$ cat src/rtl/image_pkg.sv
// Shared types and constants for the BaseRAM image path.
// FSM state encoding plus frame geometry used as default sizing.
package image_pkg;

    typedef enum logic [2:0] {
        IDLE,
        COLLECT,
        SETUP,
        WRITE,
        HOLD
    } state_t;

    localparam int IMG_W       = 800;
    localparam int IMG_H       = 600;
    localparam int IMG_WORDS   = IMG_W * IMG_H / 4;
    localparam int SRAM_ADDR_W = 20;

endpackage

$ cat src/rtl/byte_word_packer.sv
// Packs a byte stream into 32-bit words, byte 0 in [7:0].
// full flags the push that completes a word; word_next holds that word.
module byte_word_packer (
    input  logic        clk,
    input  logic        rst,
    input  logic        clr,
    input  logic        push,
    input  logic [7:0]  in_data,
    output logic        full,
    output logic [31:0] word_next
);

    logic [1:0]  idx_q, idx_d;
    logic [31:0] word_q, word_d;

    always_comb begin
        word_next = word_q;
        unique case (idx_q)
            2'd0: word_next[7:0]   = in_data;
            2'd1: word_next[15:8]  = in_data;
            2'd2: word_next[23:16] = in_data;
            2'd3: word_next[31:24] = in_data;
            default: word_next = word_q;
        endcase
    end

    always_comb begin
        idx_d  = idx_q;
        word_d = word_q;
        if (clr) begin
            idx_d = 2'd0;
        end else if (push) begin
            idx_d  = idx_q + 2'd1;
            word_d = word_next;
        end
    end

    assign full = push && (idx_q == 2'd3);

    always_ff @(posedge clk) begin
        if (rst) begin
            idx_q  <= 2'd0;
            word_q <= 32'h0;
        end else begin
            idx_q  <= idx_d;
            word_q <= word_d;
        end
    end

endmodule

$ cat src/rtl/sram_image_writer.sv
// BaseRAM frame writer: packs UART bytes into words and runs SRAM writes.
// Optional SRAM_IMAGE_WRITER_CHECKSUM_EN adds a 16-bit byte-sum output.
import image_pkg::*;

module sram_image_writer #(
    parameter int                ADDR_W      = SRAM_ADDR_W,
    parameter logic [ADDR_W-1:0] BASE_ADDR   = '0,
    parameter int                IMAGE_WORDS = IMG_WORDS,
    parameter int                WE_CYCLES   = 2
) (
    input  logic              clk,
    input  logic              rst,
    input  logic              start,
    input  logic [7:0]        in_data,
    input  logic              in_valid,
    output logic              in_ready,
    output logic              busy,
    output logic              done,
    output logic [ADDR_W-1:0] ram_addr,
    output logic [31:0]       ram_data_o,
    output logic              ram_data_oe,
    output logic [3:0]        ram_be_n,
    output logic              ram_ce_n,
    output logic              ram_oe_n,
    output logic              ram_we_n
`ifdef SRAM_IMAGE_WRITER_CHECKSUM_EN
    ,
    output logic [15:0]       checksum
`endif
);

    localparam int CNT_W = $clog2(IMAGE_WORDS + 1);
    localparam int WC_W  = $clog2(WE_CYCLES + 1);

    state_t            state_q, state_d;
    logic              in_ready_q, in_ready_d;
    logic              busy_q, busy_d;
    logic              done_q, done_d;
    logic [ADDR_W-1:0] addr_q, addr_d;
    logic [31:0]       data_q, data_d;
    logic              oe_q, oe_d;
    logic              ce_n_q, ce_n_d;
    logic              we_n_q, we_n_d;
    logic [CNT_W-1:0]  count_q, count_d;
    logic [WC_W-1:0]   wcnt_q, wcnt_d;

    logic        push;
    logic        pk_clr;
    logic        pk_full;
    logic [31:0] pk_word;

    assign push   = in_valid && in_ready_q;
    assign pk_clr = start && (state_q == IDLE);

    byte_word_packer u_packer (
        .clk       (clk),
        .rst       (rst),
        .clr       (pk_clr),
        .push      (push),
        .in_data   (in_data),
        .full      (pk_full),
        .word_next (pk_word)
    );

    always_comb begin
        state_d    = state_q;
        in_ready_d = in_ready_q;
        busy_d     = busy_q;
        done_d     = done_q;
        addr_d     = addr_q;
        data_d     = data_q;
        oe_d       = oe_q;
        ce_n_d     = ce_n_q;
        we_n_d     = we_n_q;
        count_d    = count_q;
        wcnt_d     = wcnt_q;
        unique case (state_q)
            IDLE: begin
                if (start) begin
                    addr_d     = BASE_ADDR;
                    count_d    = '0;
                    done_d     = 1'b0;
                    busy_d     = 1'b1;
                    in_ready_d = 1'b1;
                    state_d    = COLLECT;
                end
            end
            COLLECT: begin
                if (pk_full) begin
                    in_ready_d = 1'b0;
                    data_d     = pk_word;
                    ce_n_d     = 1'b0;
                    oe_d       = 1'b1;
                    state_d    = SETUP;
                end
            end
            SETUP: begin
                we_n_d  = 1'b0;
                wcnt_d  = '0;
                state_d = WRITE;
            end
            WRITE: begin
                if (wcnt_q == WC_W'(WE_CYCLES - 1)) begin
                    we_n_d  = 1'b1;
                    state_d = HOLD;
                end else begin
                    wcnt_d = wcnt_q + WC_W'(1);
                end
            end
            HOLD: begin
                ce_n_d  = 1'b1;
                oe_d    = 1'b0;
                addr_d  = addr_q + ADDR_W'(1);
                count_d = count_q + CNT_W'(1);
                if (count_q + CNT_W'(1) == CNT_W'(IMAGE_WORDS)) begin
                    busy_d  = 1'b0;
                    done_d  = 1'b1;
                    state_d = IDLE;
                end else begin
                    in_ready_d = 1'b1;
                    state_d    = COLLECT;
                end
            end
            default: state_d = IDLE;
        endcase
    end

    always_ff @(posedge clk) begin
        if (rst) begin
            state_q    <= IDLE;
            in_ready_q <= 1'b0;
            busy_q     <= 1'b0;
            done_q     <= 1'b0;
            addr_q     <= '0;
            data_q     <= 32'h0;
            oe_q       <= 1'b0;
            ce_n_q     <= 1'b1;
            we_n_q     <= 1'b1;
            count_q    <= '0;
            wcnt_q     <= '0;
        end else begin
            state_q    <= state_d;
            in_ready_q <= in_ready_d;
            busy_q     <= busy_d;
            done_q     <= done_d;
            addr_q     <= addr_d;
            data_q     <= data_d;
            oe_q       <= oe_d;
            ce_n_q     <= ce_n_d;
            we_n_q     <= we_n_d;
            count_q    <= count_d;
            wcnt_q     <= wcnt_d;
        end
    end

`ifdef SRAM_IMAGE_WRITER_CHECKSUM_EN
    logic [15:0] sum_q, sum_d;

    always_comb begin
        sum_d = sum_q;
        if (pk_clr) begin
            sum_d = 16'h0;
        end else if (push) begin
            sum_d = sum_q + 16'(in_data);
        end
    end

    always_ff @(posedge clk) begin
        if (rst) begin
            sum_q <= 16'h0;
        end else begin
            sum_q <= sum_d;
        end
    end

    assign checksum = sum_q;
`endif

    assign in_ready    = in_ready_q;
    assign busy        = busy_q;
    assign done        = done_q;
    assign ram_addr    = addr_q;
    assign ram_data_o  = data_q;
    assign ram_data_oe = oe_q;
    assign ram_ce_n    = ce_n_q;
    assign ram_we_n    = we_n_q;
    // Writes always cover the full word; reads belong to the display path.
    assign ram_be_n    = 4'b0000;
    assign ram_oe_n    = 1'b1;

endmodule

$ cat config.mk
export PLATFORM = sky130hd
export DESIGN_NAME = sram_image_writer
export DESIGN_NICKNAME = d
export VERILOG_FILES = /design/src/rtl/image_pkg.sv /design/src/rtl/byte_word_packer.sv /design/src/rtl/sram_image_writer.sv
export SDC_FILE = /design/constraint.sdc
export NUM_CORES = 1
export LEC_CHECK = 0
export BUFFER_PORTS_ARGS = -buffer_cell sky130_fd_sc_hd__buf_2
export CORE_MARGIN = 8
export CORE_UTILIZATION = 55
export CTS_CLUSTER_DIAMETER = 100
export CTS_CLUSTER_SIZE = 14
export DETAILED_ROUTE_END_ITERATION = 12
export PLACE_DENSITY = 0.77
export SETUP_SLACK_MARGIN = 0.1
export SYNTH_ARGS = -nofsm -noshare
export SYNTH_HDL_FRONTEND = slang
export SYNTH_HIERARCHICAL = 1
export SYNTH_SLANG_ARGS = --single-unit
$ cat constraint.sdc
create_clock -name clk -period 3.27 [get_ports clk]
set_input_delay 0.1635 -clock clk [delete_from_list [all_inputs] [get_ports clk]]
set_output_delay 0.1635 -clock clk [all_outputs]
set_load 0.01 [all_outputs]
# ---- After elaboration in Yosys (flattened, before gate mapping)
# Cells that the tools add are included.
# Widths: inputs -> output; s select.
dict set report op_classes {
  n_eq_ne 15
  n_bitwise 1
  muxes 29
  add_sub_neg 4
  n_reduce_logical 19
}
# cell n
set ops {}
lappend ops {{$pmux 20 s2} 1}
lappend ops {{$pmux 17 s2} 1}
lappend ops {{$mux 8} 4}
lappend ops {{$add 20x1->20 const B} 1}
lappend ops {{$mux 20} 1}
lappend ops {{$add 17x1->17 const B} 1}
lappend ops {{$eq 17x17->1 const B} 1}
lappend ops {{$mux 17} 1}
lappend ops {{$pmux 3 s5} 1}
lappend ops {{$ne 2x2->1 const B} 6}
lappend ops {{$reduce_and 2->1} 6}
lappend ops {{$pmux 1 s2} 5}
lappend ops {{$mux 1} 9}
lappend ops {{$mux 3} 3}
lappend ops {{$eq 3x2->1 const B} 2}
lappend ops {{$reduce_and 3->1} 2}
lappend ops {{$reduce_bool 2->1} 3}
lappend ops {{$add 2x1->2 const B} 2}
lappend ops {{$eq 2x1->1 const B} 2}
lappend ops {{$eq 2x2->1 const B} 2}
lappend ops {{$pmux 2 s2} 1}
lappend ops {{$reduce_and 4->1} 1}
lappend ops {{$eq 3x1->1 const B} 1}
lappend ops {{$eq 3x3->1 const B} 1}
lappend ops {{8 further kinds} 10}
dict set report word_totals {
  reg_bits 114
  inputBits 12
  output_inout_bits 63
  wordCells 81
}

# ---- Longest topological paths before layout
dict set report depth {
  ltp_word 4
  mapped_depth 9
  ltp_nobuf 7
}

# ---- Modules after synthesis
# Netlist, hierarchy kept.
# mod area_each_um2 seq_area_each_um2 n_inst cells_each
set modules_own_cells {}
lappend modules_own_cells {sram_image_writer 3724.8 1601.5 1 471}
lappend modules_own_cells {byte_word_packer 1865.5 680.7 1 168}

# ---- Worst setup path after synthesis
# No wires, ideal clock.
dict set report synth_timing {
  path_kind {flip-flop to flip-flop}
  from {register count_q[0]}
  to {register state_q[0]}
  required_ns 3.126
  path_slack_ns 1.091
  n_path_buf 0
  arrival_time_ns 2.035
  setup_time_ns 0.144
  path_stages_with_launch 7
  period_less_slack_ns 2.179
  cell_sequence {dfxtp_1 > ha_1 > nand3_1 > or4_4 > xor2_1 > a2111oi_4 > a221oi_1}
}
dict set report synth_between {
  elab_chain_len 4
}
# item line
set synth_lines {}
lappend synth_lines {{start: declaration} sram_image_writer.sv:44} ;# logic [CNT_W-1:0] count_q, count_d;
lappend synth_lines {{start signal: assignment} sram_image_writer.sv:151} ;# count_q <= count_d;
lappend synth_lines {{$add 17x1->17} sram_image_writer.sv:115} ;# if (count_q + CNT_W'(1) == CNT_W'(IMAGE_WORDS)) begin
lappend synth_lines {{$eq 17x17->1} sram_image_writer.sv:115}
lappend synth_lines {{$mux 1} sram_image_writer.sv:115}
lappend synth_lines {{$pmux 3 s5} sram_image_writer.sv:77} ;# unique case (state_q)
lappend synth_lines {{end signal: assignment} sram_image_writer.sv:142} ;# state_q <= state_d;
lappend synth_lines {{end: declaration} sram_image_writer.sv:35} ;# state_t state_q, state_d;
# No other way between the ends.
# A chain may end at the register's enable or synchronous reset.

# ---- Final worst setup path
dict set report layout_timing {
  from {register u_packer.idx_q[0]}
  to {register ce_n_q (netlist: ram_ce_n)}
}
dict set report layout_between {
  elab_chain_len 4
}
# item line
set layout_lines {}
lappend layout_lines {{start: declaration} byte_word_packer.sv:13} ;# logic [1:0] idx_q, idx_d;
lappend layout_lines {{start signal: assignment} byte_word_packer.sv:45} ;# idx_q <= idx_d;
lappend layout_lines {{$eq 2x2->1} byte_word_packer.sv:38} ;# assign full = push && (idx_q == 2'd3);
lappend layout_lines {{$logic_and 1x1->1} byte_word_packer.sv:38}
lappend layout_lines {{net pk_full} sram_image_writer.sv:49} ;# logic pk_full;
lappend layout_lines {{$ne 2x2->1 (no source line)} n/a}
lappend layout_lines {{$reduce_and 2->1 (no source line)} n/a}
lappend layout_lines {{end signal: assignment} sram_image_writer.sv:149} ;# ce_n_q <= ce_n_d;
lappend layout_lines {{end: declaration} sram_image_writer.sv:42} ;# logic ce_n_q, ce_n_d;
# The timed path passes the listed nets, and every way through them passes these cells.

==> metrics.csv <==
metric,value,unit
status,finished clean,
DRC,0,
gpl congestion,0.821,
io pins,75,
drt first-iter violations,265,
Avg Vias per Cell,5.62,
H-Tree Depth,4,
top_reg_cell synth,dfxtp_1,
Num Clock Sinks,114,
asr flop ratio synth,0,%
RSZ-0062 raised after global routing,no,
synth warn,6,
Tot GR Track Use,20.0,%
CTS tree,yes,
first-pass GRT wire length,21.7,mm
DRT Pass-1 Iters,6,
core outline area,0.0101,sq mm
clk root buf,clkbuf_8,
post-synth cell types,62,
WP data required,3670,ps
Fin Setup TNS,0,ps
worst skew pair latency,510,ps
number of global-route vias before repair,4554,
via count,4683,
post-cts resize count,0,
number of synthesized register bits,114,
clock-pin slew on the worst setup and hold paths,60,ps
Post-synth EDFFs,0,
"slowest stage delay, CP",790,ps
row count,37,
Synth Area per Inst,8.75,sq um
Port Buffers,69,
Peak supply drop,0.318,mV
slew at the pin with the worst max-slew slack,1150,ps
gr ovfl total,0,
"most common cell after layout, fill and taps aside",dfxtp_1,
Crit Path Max Fanout,33,
critical path cell sequence,ha_1 -> and2_1 -> nand2_1 -> or3_1 -> a211o_1,
CTS Hold Bufs,0,
Final Hold Fails,0,
Post-DP HPWL,8.95,mm
Synth Instances,639,
Highest Clock Rate,393,MHz
Final min period,2540,ps
"antenna viol nets, final",0,
ant diodes,0,
Die Ht,117,um
CTS Buf Count,17,
"CP delay by family, top",simple AND/OR/NAND/NOR gates,
setup bufs post-CTS,0,
Initial Utilization,55.4,%
Slew headroom,23.4,%
Die W,117,um
worst hold path type,in2reg,
Setup Viol. Count Final,0,
Worst Setup End Kind,flop,
Startpoint Class,flop,
CTS Buffer Depth,2,
slowest CP cell,or3_1,
static leakage power,2.69,nW
Layout fillers,853,
fin nets,705,
Tot Pwr,3.44,mW
clk_skew,8.00,ps
Setup CP Type,reg2reg,
"Area growth, synth to finish",16.7,%
final worst path period share,77.8,%
WP data arrival,2940,ps
# Max-Cap Violations,0,
most frequent cells in the layout,"114 x dfxtp_1, 88 x nand2_1, 69 x buf_2",
final WL,13.3,mm
"Slew Viols, Final",0,
PwrDens,527,mW/mm^2
"Seq/Total Area, Yosys",40.8,%
DR WL/cell,16.0,um
largest net degree at the start of global routing,77,
CP Buf/Inv Count,0,
initial antenna violation count,0,
Die Area,0.0136,sq mm
Synth Cell Area,0.00559,sq mm
share of post-route cells with drive strength above 1,22.8,%
==> sequential cells by signal (all words and copies together), names as in the netlist <==
name and flops:
ram_addr 20, u_packer/word_q 32, u_packer/idx_q 2, ram_ce_n 1, ram_we_n 1, count_q 17
wcnt_q 2, ram_data_oe 1, state_q 3, done 1, in_ready 1, ram_data_o 32
busy 1
==> through the flow <==
stage | utilization [%] | hold WS, ps | setup WS, ps | area (sq um) | std cells
6_report | 64.6 | 66.9 | 725 | 6520 | 834
5_1_grt | 64.6 | 65.7 | 521 | 6520 | 834
3_3_place_gp | 58.5 | 441 | 831 | 5910 | 803
4_1_cts | 64.6 | 41.3 | 685 | 6520 | 834
2_1_floorplan | - | 360 | 1090 | 5600 | 642
3_5_place_dp | 58.5 | 443 | 696 | 5910 | 803
==> cell type report <==
type | instances | area, sq um | area share, %
repair buffers | 77 | 405 | 6.22
multi-input cells | 468 | 3020 | 46.3
flip-flops and latches | 114 | 2280 | 35.0
well taps | 136 | 170 | 2.61
clock inverters | 9 | 154 | 2.36
clock buffers | 22 | 463 | 7.10
inverters | 8 | 30.0 | 0.460
==> worst reg2reg max path, stage by stage, from the launching register on <==
cell and delay (ps):
dfxtp_1 390, ha_1 460, and2_1 220, nand2_1 130
or3_1 790, a211o_1 440
==> routing by layer <==
metal | track usage (%) | vias to the layer above | share of wire [%]
li1 | - | 2336 | -
met1 | 23.7 | 2193 | 44
met2 | 33.0 | 127 | 48
met3 | 5.23 | 27 | 5.3
met4 | 9.73 | 0 | 2.6
met5 | 0 | - | 0
==> cell families (layout without fill, tap and decap cells) <==
logic type	Yosys count	after routing	synth area share [%]
AOI/OAI and AO/OA	115	115	12.5
xor gates and xnor gates	3	3	0.470
adders and majority gates	7	7	1.57
buffers and inverters	60	116	5.57
DFF	114	114	40.8
muxes	73	73	13.9
other	2	5	0.134
and+or+nand+nor	265	265	25.1
==> power breakdown <==
group / leakage (nW) / switching [mW] / internal (mW)
clock: 0.297 / 0.623 / 1.29
sequential: 0.919 / 0.00706 / 1.40
combinational: 1.47 / 0.0743 / 0.0441
total: 2.69 / 0.704 / 2.73
==> synthesized netlist by cell type (9+ instances only) <==
master / number / area, sq um
a21oi_1: 62 / 310
nand2_1: 88 / 330
buf_4: 10 / 75.1
nand3_1: 20 / 100
clkbuf_1: 28 / 105
nor2_1: 43 / 161
mux2_2: 37 / 417
mux2i_1: 36 / 360
nor3_1: 9 / 45.0
dfxtp_1: 114 / 2280
buf_2: 9 / 45.0
o21ai_0: 17 / 85.1
nand2b_1: 37 / 231
==> worst paths after layout <==
| path | startpoint | end | slack [ps] | cells past startpoint |
|---|---|---|---|---|
| hold reg to reg | ram_data_o[4] | ram_data_o[4] | 450 | 2 |
| setup reg to reg | u_packer/idx_q[0] | ram_ce_n | 730 | 5 |
| setup / recovery | u_packer/idx_q[0] | ram_ce_n | 730 | 5 |
| hold / removal | in_data[0] | u_packer/word_q[0] | 70 | 3 |
No activity file was read; power rests on OpenSTA's default activity.
